## src/rtl/psram_qspi_controller.sv

```systemverilog
`default_nettype none
// ============================================================================
//  Module   : psram_qspi_controller
//  Purpose  : Sequences the external SPI/QSPI PSRAM. It waits out the power-up
//             delay, sends reset-enable (0x66) and reset (0x99), then serves
//             one single-byte request at a time as a quad read (0xEB) or a
//             quad write (0x38).
//  Ports    : sclk, reset          - controller clock, async active-high reset
//             req_*                - host request (valid/ready handshake)
//             rsp_valid, rsp_rdata - one-cycle completion pulse + read byte
//             init_done            - PSRAM reset sequence has been sent
//             psram_ce_n           - chip select, active low
//             psram_clk_en         - gate for the PSRAM clock (~sclk)
//             sio_out/sio_oe/sio_in- quad data pins and per-pin enables
//  Revision : 1.0 - initial release
// ============================================================================
module psram_qspi_controller #(
    parameter int POWERUP_CYCLES  = 15000,
    parameter int WAIT_CYCLES     = 6,
    parameter int DESELECT_CYCLES = 2
) (
    input  logic        sclk,
    input  logic        reset,
    input  logic        req_valid,
    output logic        req_ready,
    input  logic        req_write,
    input  logic [23:0] req_addr,
    input  logic [7:0]  req_wdata,
    output logic        rsp_valid,
    output logic [7:0]  rsp_rdata,
    output logic        init_done,
    output logic        psram_ce_n,
    output logic        psram_clk_en,
    output logic [3:0]  sio_out,
    output logic [3:0]  sio_oe,
    input  logic [3:0]  sio_in
);

    // One shared cycle counter; sized for the longest phase.
    localparam int c_max_pw  = (POWERUP_CYCLES > WAIT_CYCLES) ? POWERUP_CYCLES : WAIT_CYCLES;
    localparam int c_max_pwd = (c_max_pw > DESELECT_CYCLES) ? c_max_pw : DESELECT_CYCLES;
    localparam int c_max     = (c_max_pwd > 8) ? c_max_pwd : 8;
    localparam int c_cnt_w   = $clog2(c_max + 1);

    localparam logic [c_cnt_w-1:0] c_pwr_last   = c_cnt_w'(POWERUP_CYCLES - 1);
    localparam logic [c_cnt_w-1:0] c_wait_last  = c_cnt_w'(WAIT_CYCLES - 1);
    localparam logic [c_cnt_w-1:0] c_desel_last = c_cnt_w'(DESELECT_CYCLES - 1);
    localparam logic [c_cnt_w-1:0] c_cmd_last   = c_cnt_w'(7);
    localparam logic [c_cnt_w-1:0] c_addr_last  = c_cnt_w'(5);
    localparam logic [c_cnt_w-1:0] c_data_last  = c_cnt_w'(1);

    typedef enum logic [2:0] {
        S_POWERUP  = 3'd0,
        S_INIT_CMD = 3'd1,
        S_DESEL    = 3'd2,
        S_IDLE     = 3'd3,
        S_CMD      = 3'd4,
        S_ADDR     = 3'd5,
        S_WAIT     = 3'd6,
        S_DATA     = 3'd7
    } state_t;

    state_t               r_state, w_state_nx;
    logic [c_cnt_w-1:0]   r_cnt, w_cnt_nx;
    logic                 r_sent_66, w_sent_66_nx;
    logic                 w_done_nx;
    logic                 w_accept;

    logic                 r_wr;
    logic [23:0]          r_addr;
    logic [7:0]           r_wdata;
    logic [3:0]           r_hi;
    logic                 r_rd_cap;
    logic                 r_rd_idx;

    logic                 w_ce_n;
    logic                 w_clk_en;
    logic [3:0]           w_oe;
    logic [3:0]           w_out;
    logic                 w_rsp;
    logic                 w_rd_cap;
    logic                 w_rd_idx;
    logic [7:0]           w_cmd;
    logic [23:0]          w_addr_sh;

    // ------------------------------------------------------------------------
    // State register. req_ready and init_done follow the next state so that
    // ready drops on the accepting edge itself.
    // ------------------------------------------------------------------------
    always_ff @(posedge sclk or posedge reset) begin
        if (reset) begin
            r_state   <= S_POWERUP;
            r_cnt     <= '0;
            r_sent_66 <= 1'b0;
            init_done <= 1'b0;
            req_ready <= 1'b0;
            r_wr      <= 1'b0;
            r_addr    <= '0;
            r_wdata   <= '0;
        end else begin
            r_state   <= w_state_nx;
            r_cnt     <= w_cnt_nx;
            r_sent_66 <= w_sent_66_nx;
            init_done <= w_done_nx;
            req_ready <= (w_state_nx == S_IDLE) && w_done_nx;
            if (w_accept) begin
                r_wr    <= req_write;
                r_addr  <= req_addr;
                r_wdata <= req_wdata;
            end
        end
    end

    // ------------------------------------------------------------------------
    // Next state plus the pin values for the current state. The pin values are
    // registered below, so the pins show a state one cycle after it is entered.
    // ------------------------------------------------------------------------
    always_comb begin
        w_state_nx   = r_state;
        w_cnt_nx     = r_cnt + 1'b1;
        w_sent_66_nx = r_sent_66;
        w_done_nx    = init_done;
        w_accept     = 1'b0;

        w_ce_n       = 1'b1;
        w_clk_en     = 1'b0;
        w_oe         = 4'b0000;
        w_out        = 4'b0000;
        w_rsp        = 1'b0;
        w_rd_cap     = 1'b0;
        w_rd_idx     = 1'b0;

        if (r_state == S_INIT_CMD) begin
            w_cmd = r_sent_66 ? 8'h99 : 8'h66;
        end else begin
            w_cmd = r_wr ? 8'h38 : 8'hEB;
        end
        // Nibble 0 of the address is bits [23:20]; shift it into the top.
        w_addr_sh = r_addr << {r_cnt[2:0], 2'b00};

        case (r_state)
            S_POWERUP: begin
                if (r_cnt == c_pwr_last) begin
                    w_state_nx = S_INIT_CMD;
                    w_cnt_nx   = '0;
                end
            end
            S_INIT_CMD, S_CMD: begin
                w_ce_n   = 1'b0;
                w_clk_en = 1'b1;
                w_oe     = 4'b0001;
                w_out[0] = w_cmd[3'd7 - r_cnt[2:0]];
                if (r_cnt == c_cmd_last) begin
                    w_state_nx = (r_state == S_CMD) ? S_ADDR : S_DESEL;
                    w_cnt_nx   = '0;
                end
            end
            S_DESEL: begin
                // Only transaction deselects follow a completed init.
                w_rsp = init_done && (r_cnt == '0);
                if (r_cnt == c_desel_last) begin
                    w_cnt_nx = '0;
                    if (!r_sent_66) begin
                        w_sent_66_nx = 1'b1;
                        w_state_nx   = S_INIT_CMD;
                    end else begin
                        w_done_nx  = 1'b1;
                        w_state_nx = S_IDLE;
                    end
                end
            end
            S_IDLE: begin
                w_cnt_nx = '0;
                if (req_valid && req_ready) begin
                    w_accept   = 1'b1;
                    w_state_nx = S_CMD;
                end
            end
            S_ADDR: begin
                w_ce_n   = 1'b0;
                w_clk_en = 1'b1;
                w_oe     = 4'b1111;
                w_out    = w_addr_sh[23:20];
                if (r_cnt == c_addr_last) begin
                    w_cnt_nx   = '0;
                    w_state_nx = (r_wr || (WAIT_CYCLES == 0)) ? S_DATA : S_WAIT;
                end
            end
            S_WAIT: begin
                w_ce_n   = 1'b0;
                w_clk_en = 1'b1;
                if (r_cnt == c_wait_last) begin
                    w_cnt_nx   = '0;
                    w_state_nx = S_DATA;
                end
            end
            S_DATA: begin
                w_ce_n   = 1'b0;
                w_clk_en = 1'b1;
                w_rd_idx = r_cnt[0];
                if (r_wr) begin
                    w_oe  = 4'b1111;
                    w_out = r_cnt[0] ? r_wdata[3:0] : r_wdata[7:4];
                end else begin
                    w_rd_cap = 1'b1;
                end
                if (r_cnt == c_data_last) begin
                    w_cnt_nx   = '0;
                    w_state_nx = S_DESEL;
                end
            end
            default: begin
                w_state_nx = S_POWERUP;
                w_cnt_nx   = '0;
            end
        endcase
    end

    // ------------------------------------------------------------------------
    // Registered pins. Read nibbles are sampled on the edge that ends the data
    // cycle currently on the pins; the low nibble lands with rsp_valid.
    // ------------------------------------------------------------------------
    always_ff @(posedge sclk or posedge reset) begin
        if (reset) begin
            psram_ce_n   <= 1'b1;
            psram_clk_en <= 1'b0;
            sio_oe       <= 4'b0000;
            sio_out      <= 4'b0000;
            rsp_valid    <= 1'b0;
            rsp_rdata    <= 8'h00;
            r_hi         <= 4'h0;
            r_rd_cap     <= 1'b0;
            r_rd_idx     <= 1'b0;
        end else begin
            psram_ce_n   <= w_ce_n;
            psram_clk_en <= w_clk_en;
            sio_oe       <= w_oe;
            sio_out      <= w_out;
            rsp_valid    <= w_rsp;
            r_rd_cap     <= w_rd_cap;
            r_rd_idx     <= w_rd_idx;
            if (r_rd_cap && !r_rd_idx) begin
                r_hi <= sio_in;
            end
            if (w_rsp) begin
                rsp_rdata <= r_wr ? 8'h00 : {r_hi, sio_in};
            end
        end
    end

endmodule
`default_nettype wire

```

## config.mk

```make
export PLATFORM = sky130hd
export DESIGN_NAME = psram_qspi_controller
export DESIGN_NICKNAME = d
export VERILOG_FILES = /design/src/rtl/psram_qspi_controller.sv
export SDC_FILE = /design/constraint.sdc
export NUM_CORES = 1
export LEC_CHECK = 0
export ABC_AREA = 1
export BUFFER_PORTS_ARGS = -buffer_cell sky130_fd_sc_hd__buf_4
export CAP_MARGIN = 30
export CORE_MARGIN = 2
export CORE_UTILIZATION = 39
export CTS_CLUSTER_SIZE = 25
export DETAILED_ROUTE_END_ITERATION = 6
export SYNTH_ARGS = -nofsm -noshare
export SYNTH_HDL_FRONTEND = slang
export SYNTH_SLANG_ARGS = --single-unit
```

## constraint.sdc

```tcl
create_clock -name sclk -period 2.2 [get_ports sclk]
set_input_delay 0 -clock sclk [delete_from_list [all_inputs] [get_ports sclk]]
set_output_delay 0 -clock sclk [all_outputs]
set_load 0.03 [all_outputs]
```

Word-level counts from Yosys, hierarchy flattened:

Index checks and enable logic that the tools add are counted.

* logic and storage cells: 84
* output and inout port bits: 21
* bits of input ports: 40
* bits in registers: 78

* mux-type cells: 39
* equality and inequality tests: 12
* shifts and indexed selects: 1
* reductions and logical operators: 12
* add/sub/neg operators: 2
* order comparisons: 1

Operator list (count)
* $pmux 14 s5: 1
* $mux 14: 4
* $mux 8: 4
* $eq 14x3->1 const B: 2
* $mux 3: 8
* $shl 24x5->24: 1
* $pmux 3 s7: 1
* $add 14x1->14 const B: 1
* $eq 14x1->1 const B: 1
* $eq 14x14->1 const B: 1
* $logic_not 14->1: 1
* $mux 1: 13
* $eq 3x3->1 const B: 4
* $mux 4: 3
* $pmux 4 s3: 1
* $eq 3x2->1 const B: 3
* $pmux 3 s2: 1
* $reduce_or 2->1: 3
* $reduce_or 5->1: 1
* $logic_and 1x1->1: 4
* $lt 3x4->1 const B: 1
* $bmux 1 s3: 1
* $eq 3x1->1 const B: 1
* $logic_not 3->1: 1
* other kinds (5): 5

Depth between registers and ports, before layout:

* depth in word-level cells: 6
* depth in mapped cells: 11

Worst setup path before layout:

No wires, ideal clock.

* kind: reg2reg
* start: register r_cnt[0]
* end: register rsp_rdata[7]
* path buffers: 2
* arrival: 1550 ps
* path slack: 524 ps
* cell stages (with the launch flop): 10
* library setup time: 126 ps
* cell sequence: dfrtp_1 > inv_1 > clkbuf_1 > ha_1 > nand3_1 > nor2_1 > nand3_2 > buf_2 > nand2_1 > o21ai_0

* word-level cells in the longest chain between the ends: 3

RTL lines
* from (decl): line 64 `logic [c_cnt_w-1:0] r_cnt, w_cnt_nx;`
* from (signal assigned): line 102 `r_cnt <= w_cnt_nx;`
* $logic_not 14->1: line 160 `w_rsp = init_done && (r_cnt == '0);`
* $logic_and 1x1->1: line 160
* $mux 1: line 141 `case (r_state)`
* to (signal assigned): line 246 `rsp_rdata <= r_wr ? 8'h00 : {r_hi, sio_in};`
* to (decl): line 30 `output logic [7:0] rsp_rdata,`

Every way passes these cells.
A chain may end at the register's enable or synchronous reset.

Final worst setup path:

* start: register r_cnt[1]
* end: register req_ready

* word-level cells in the longest chain between the ends: 5
* elaborated cells between the ends (all ways): 15
* classes of those cells: 5 x eq/ne; 9 x mux; 1 x reduce/logical

RTL lines
* $eq 14x1->1 (tied with other cells): line 161, 207
* $mux 3 (tied with other cells): line 207 `if (r_cnt == c_data_last) begin`
* $pmux 3 s7 (*): line 141
* named net w_state_nx[1]: line 63 `state_t r_state, w_state_nx;`
* $eq 3x2->1 (*): line 105 `req_ready <= (w_state_nx == S_IDLE) && w_done_nx;`
* $logic_and 1x1->1 (*): line 105
* to (signal assigned): line 105
* to (decl): line 25 `output logic req_ready,`

Mark *: on every way through the listed nets, which the timed path passes. The rest lies on a longest branch.

==> impl_metrics.env <==
export IMPL_status="finished, final reports clean"
export IMPL_hp_class="in -> reg"
export IMPL_arrival_ps=2010
export IMPL_ys_async_sr_fraction_pct=100
export IMPL_synth_top_family_by_area="simple AND/OR/NAND/NOR gates"
export IMPL_setup_viol_count_final=0
export IMPL_fin_crit_sh_pct=80.3
export IMPL_yosysWarnings=0
export IMPL_dpl_hpwl_um=6380
export IMPL_synth_edff_count=0
export IMPL_place_port_buffers=60
export IMPL_p_leak_nw=2.54
export IMPL_netlist_area_leader_share_pct=48.2
export IMPL_placed_area_um2=4460
export IMPL_core_um2=9730
export IMPL_maxCapViolations=0
export IMPL_synthFlopType="dfrtp_1"
export IMPL_ir_drop_v=0.000477
export IMPL_hold_viol=0
export IMPL_antenna_found_initial=0
export IMPL_synthesis_nets=539
export IMPL_drt_iter0_drc=139
export IMPL_end_kind="register"
export IMPL_viasPerCell=4.81
export IMPL_clock_power_share_pct=21.3
export IMPL_fin_area_um2=5070
export IMPL_cts_buffer_depth=2
export IMPL_r2r_start="r_cnt[1]"
export IMPL_numClockSinks=76
export IMPL_reg2regPathDepth=11
export IMPL_dieArea_um2=10800
export IMPL_relSlewSlack_pct=69.2
export IMPL_die_w_um=104
export IMPL_startpoint="r_cnt[1]"
export IMPL_crit_chain="inv_1 > ha_1 > nand2_1 > nor2_2 > nand2_1 > nand2_1 > nand2_1 > nor2_1 > nand2_1 > nand2_1 > nor2_1"
export IMPL_drt_total_wl_um=9360
export IMPL_p_sw_share_pct=41.4
export IMPL_grt_ovfl_total=0
export IMPL_yosysTopAreaCell="dfrtp_1"
export IMPL_fp_row_count=36
export IMPL_chipHeight_um=104
export IMPL_clk_transition_reported_paths_ps=80
export IMPL_max_freq_ghz=0.566
export IMPL_grt_usage_pct=18.5
export IMPL_worst_setup_path_start_kind="register"
export IMPL_drive_above_1_share_pct=18.3
export IMPL_dp_slack_ps=454
export IMPL_fin_setup_tns_ps=0
export IMPL_seqPwrFrac_pct=37.7
export IMPL_avgRoutedWirePerCell_um=12.8
export IMPL_skew_ps=15.4
export IMPL_synthDistinctLibCells=35
export IMPL_cp_depth=11
export IMPL_synth_compound_area_share_pct=9.60
export IMPL_worst_slew_pin_slew_ps=463
export IMPL_fin_util_pct=52.1
export IMPL_synthCells=496
export IMPL_ys_seq_elements=76
export IMPL_antennaDiodeCount=0
export IMPL_crit_slowest_cell="dfrtp_1"
export IMPL_start_util_pct=40.0
export IMPL_rsz0062_at_grt="no"
export IMPL_p_int_mw=3.40
export IMPL_max_stage_delay_ps=410
export IMPL_synth_most_common_cell="nand2_1"
export IMPL_critPathCapture="req_ready"
export IMPL_root_buffer="clkbuf_8"
export IMPL_nets=634
export IMPL_io_pins=61
export IMPL_first_pass_iters=6
export IMPL_post_route_min_period_ps=1770
export IMPL_crit_family="simple AND/OR/NAND/NOR gates"
export IMPL_grt_pass1_vias=3494
export IMPL_synth_avg_cell_area_um2=7.86
export IMPL_h_tree_depth=3
export IMPL_ant_nets=0
export IMPL_cts_repair_resized=0
export IMPL_synthAdderAreaFrac_pct=0.963
export IMPL_path_class="reg -> reg"
export IMPL_worstPathMaxFanout=6
export IMPL_synth_common_cells="170 x nand2_1, 75 x dfrtp_1, 47 x nand3_1"
export IMPL_vias=3507
export IMPL_grt_pass1_wl_um=16400
export IMPL_grt_max_degree=77
export IMPL_p_comb_share_pct=41.0
export IMPL_slew_violations=0
export IMPL_required_ps=2440
export IMPL_pwr_density_cell_nw_per_um2=1140
export IMPL_r2r_end="req_ready"
export IMPL_yosysSeqAreaShare_pct=48.8
export IMPL_finalWorstSetupSlack_ps=434
export IMPL_drc_errors=0
export IMPL_r2r_slack_ps=430
export IMPL_holdWs_ps=173
export IMPL_synth_area_mux_share_pct=1.16
export IMPL_numCtsBuffers=9
export IMPL_area_delta_synth_final_pct=30.2
export IMPL_p_sw_mw=2.40
export IMPL_synth_xor_area_share_pct=1.35
export IMPL_ys_top_cells_by_area="dfrtp_1 48%, nand2_1 16%, nand3_1 6.0%, inv_1 3.6%, o21ai_0 3.3%"
export IMPL_cts_tree="done"
export IMPL_clkLatencyLatePin_ps=360
export IMPL_yosys_area_share_simple_pct=31.0
export IMPL_crit_top_cell="nand2_1"
export IMPL_place_congestion=0.844
export IMPL_synth_area_um2=3900
export IMPL_critPathBufInv=1
## worst min-delay path by stage
stage                             from  slack, ps         end  depth (start not counted)
after floorplan           req_addr[12]        120  r_addr[12]                          2
after global placement           reset        130  sio_out[0]                          3
after detailed placement         reset        140   sio_oe[2]                          3
after CTS                    req_valid        170  r_state[2]                          5
after global routing         req_valid        220  r_state[2]                          5
final                        req_valid        170  r_state[2]                          5
## logic make-up after synthesis
family                     count (synthesis)
and+or+nand+nor                          279
muxes                                      4
DFF                                       76
adders and majority gates                  3
buffers and inverters                     64
xor gates and xnor gates                   6
AOI/OAI and AO/OA                         64
## routing by layer
metal | up-vias | GRT usage (%) | wire [um]
li1 | 1796 | - | -
met1 | 1607 | 24.8 | 4450
met2 | 88 | 30.0 | 4310
met3 | 16 | 3.45 | 435
met4 | 0 | 6.95 | 165
met5 | - | 0 | 0
## layout by cell type (no fill, tap or decap), types with 5 or more instances in the layout
cell and n:
o21ai_0 26, nand4_1 11, nor3_1 5, nor2_1 32, dlygate4sd3_1 38, nand2_1 170
clkbuf_8 9, o21ai_1 5, inv_1 36, inv_2 6, buf_4 66, nand3_1 47
o211ai_1 5, a31oi_1 5, xor2_1 6, dfrtp_1 75, a21oi_1 10
## power groups by stage
stage	Clock (mW)	Sequential [mW]	Combinational (mW)
floorplan	0	2.35	1.52
global placement	0	2.20	2.31
detailed placement	0	2.21	2.34
CTS	1.26	2.18	2.40
global route	1.32	2.25	2.71
finish	1.23	2.18	2.38
## state kept, by name, summed over array words and instances (netlist names), 2 cells and up
signal,cells
r_addr,24
r_cnt,14
r_wdata,8
rsp_rdata,8
r_hi,4
sio_out,4
r_state,3
sio_oe,2
## worst register-to-register path, cell delays in order (launching register included)
cell	delay, ps
dfrtp_1	410
inv_1	170
ha_1	220
nand2_1	80
nor2_2	170
nand2_1	180
nand2_1	100
nand2_1	60
nor2_1	80
nand2_1	80
nand2_1	70
nor2_1	50
## cell type report
cell class,instances,area (um2)
clock buffers,9,124
well taps,133,166
flip-flops and latches,76,1900
clock inverters,7,103
repair buffers,105,896
multi-input cells,356,1720
fillers,948,4660
inverters,43,161
## per-stage QoR
step	instances	power, mW
floorplan	496	3.87
global placement	675	4.51
detailed placement	675	4.55
CTS	729	5.85
global route	729	6.28
finish	729	5.80
## what timing repair did
item	4_1_cts	5_1_grt
endpoints found under the hold margin	116	0
endpoints found under the setup margin	0	0
hold buffers	38	0
buffers inserted	0	0
Note: power is estimated with default switching activity, not from simulation.
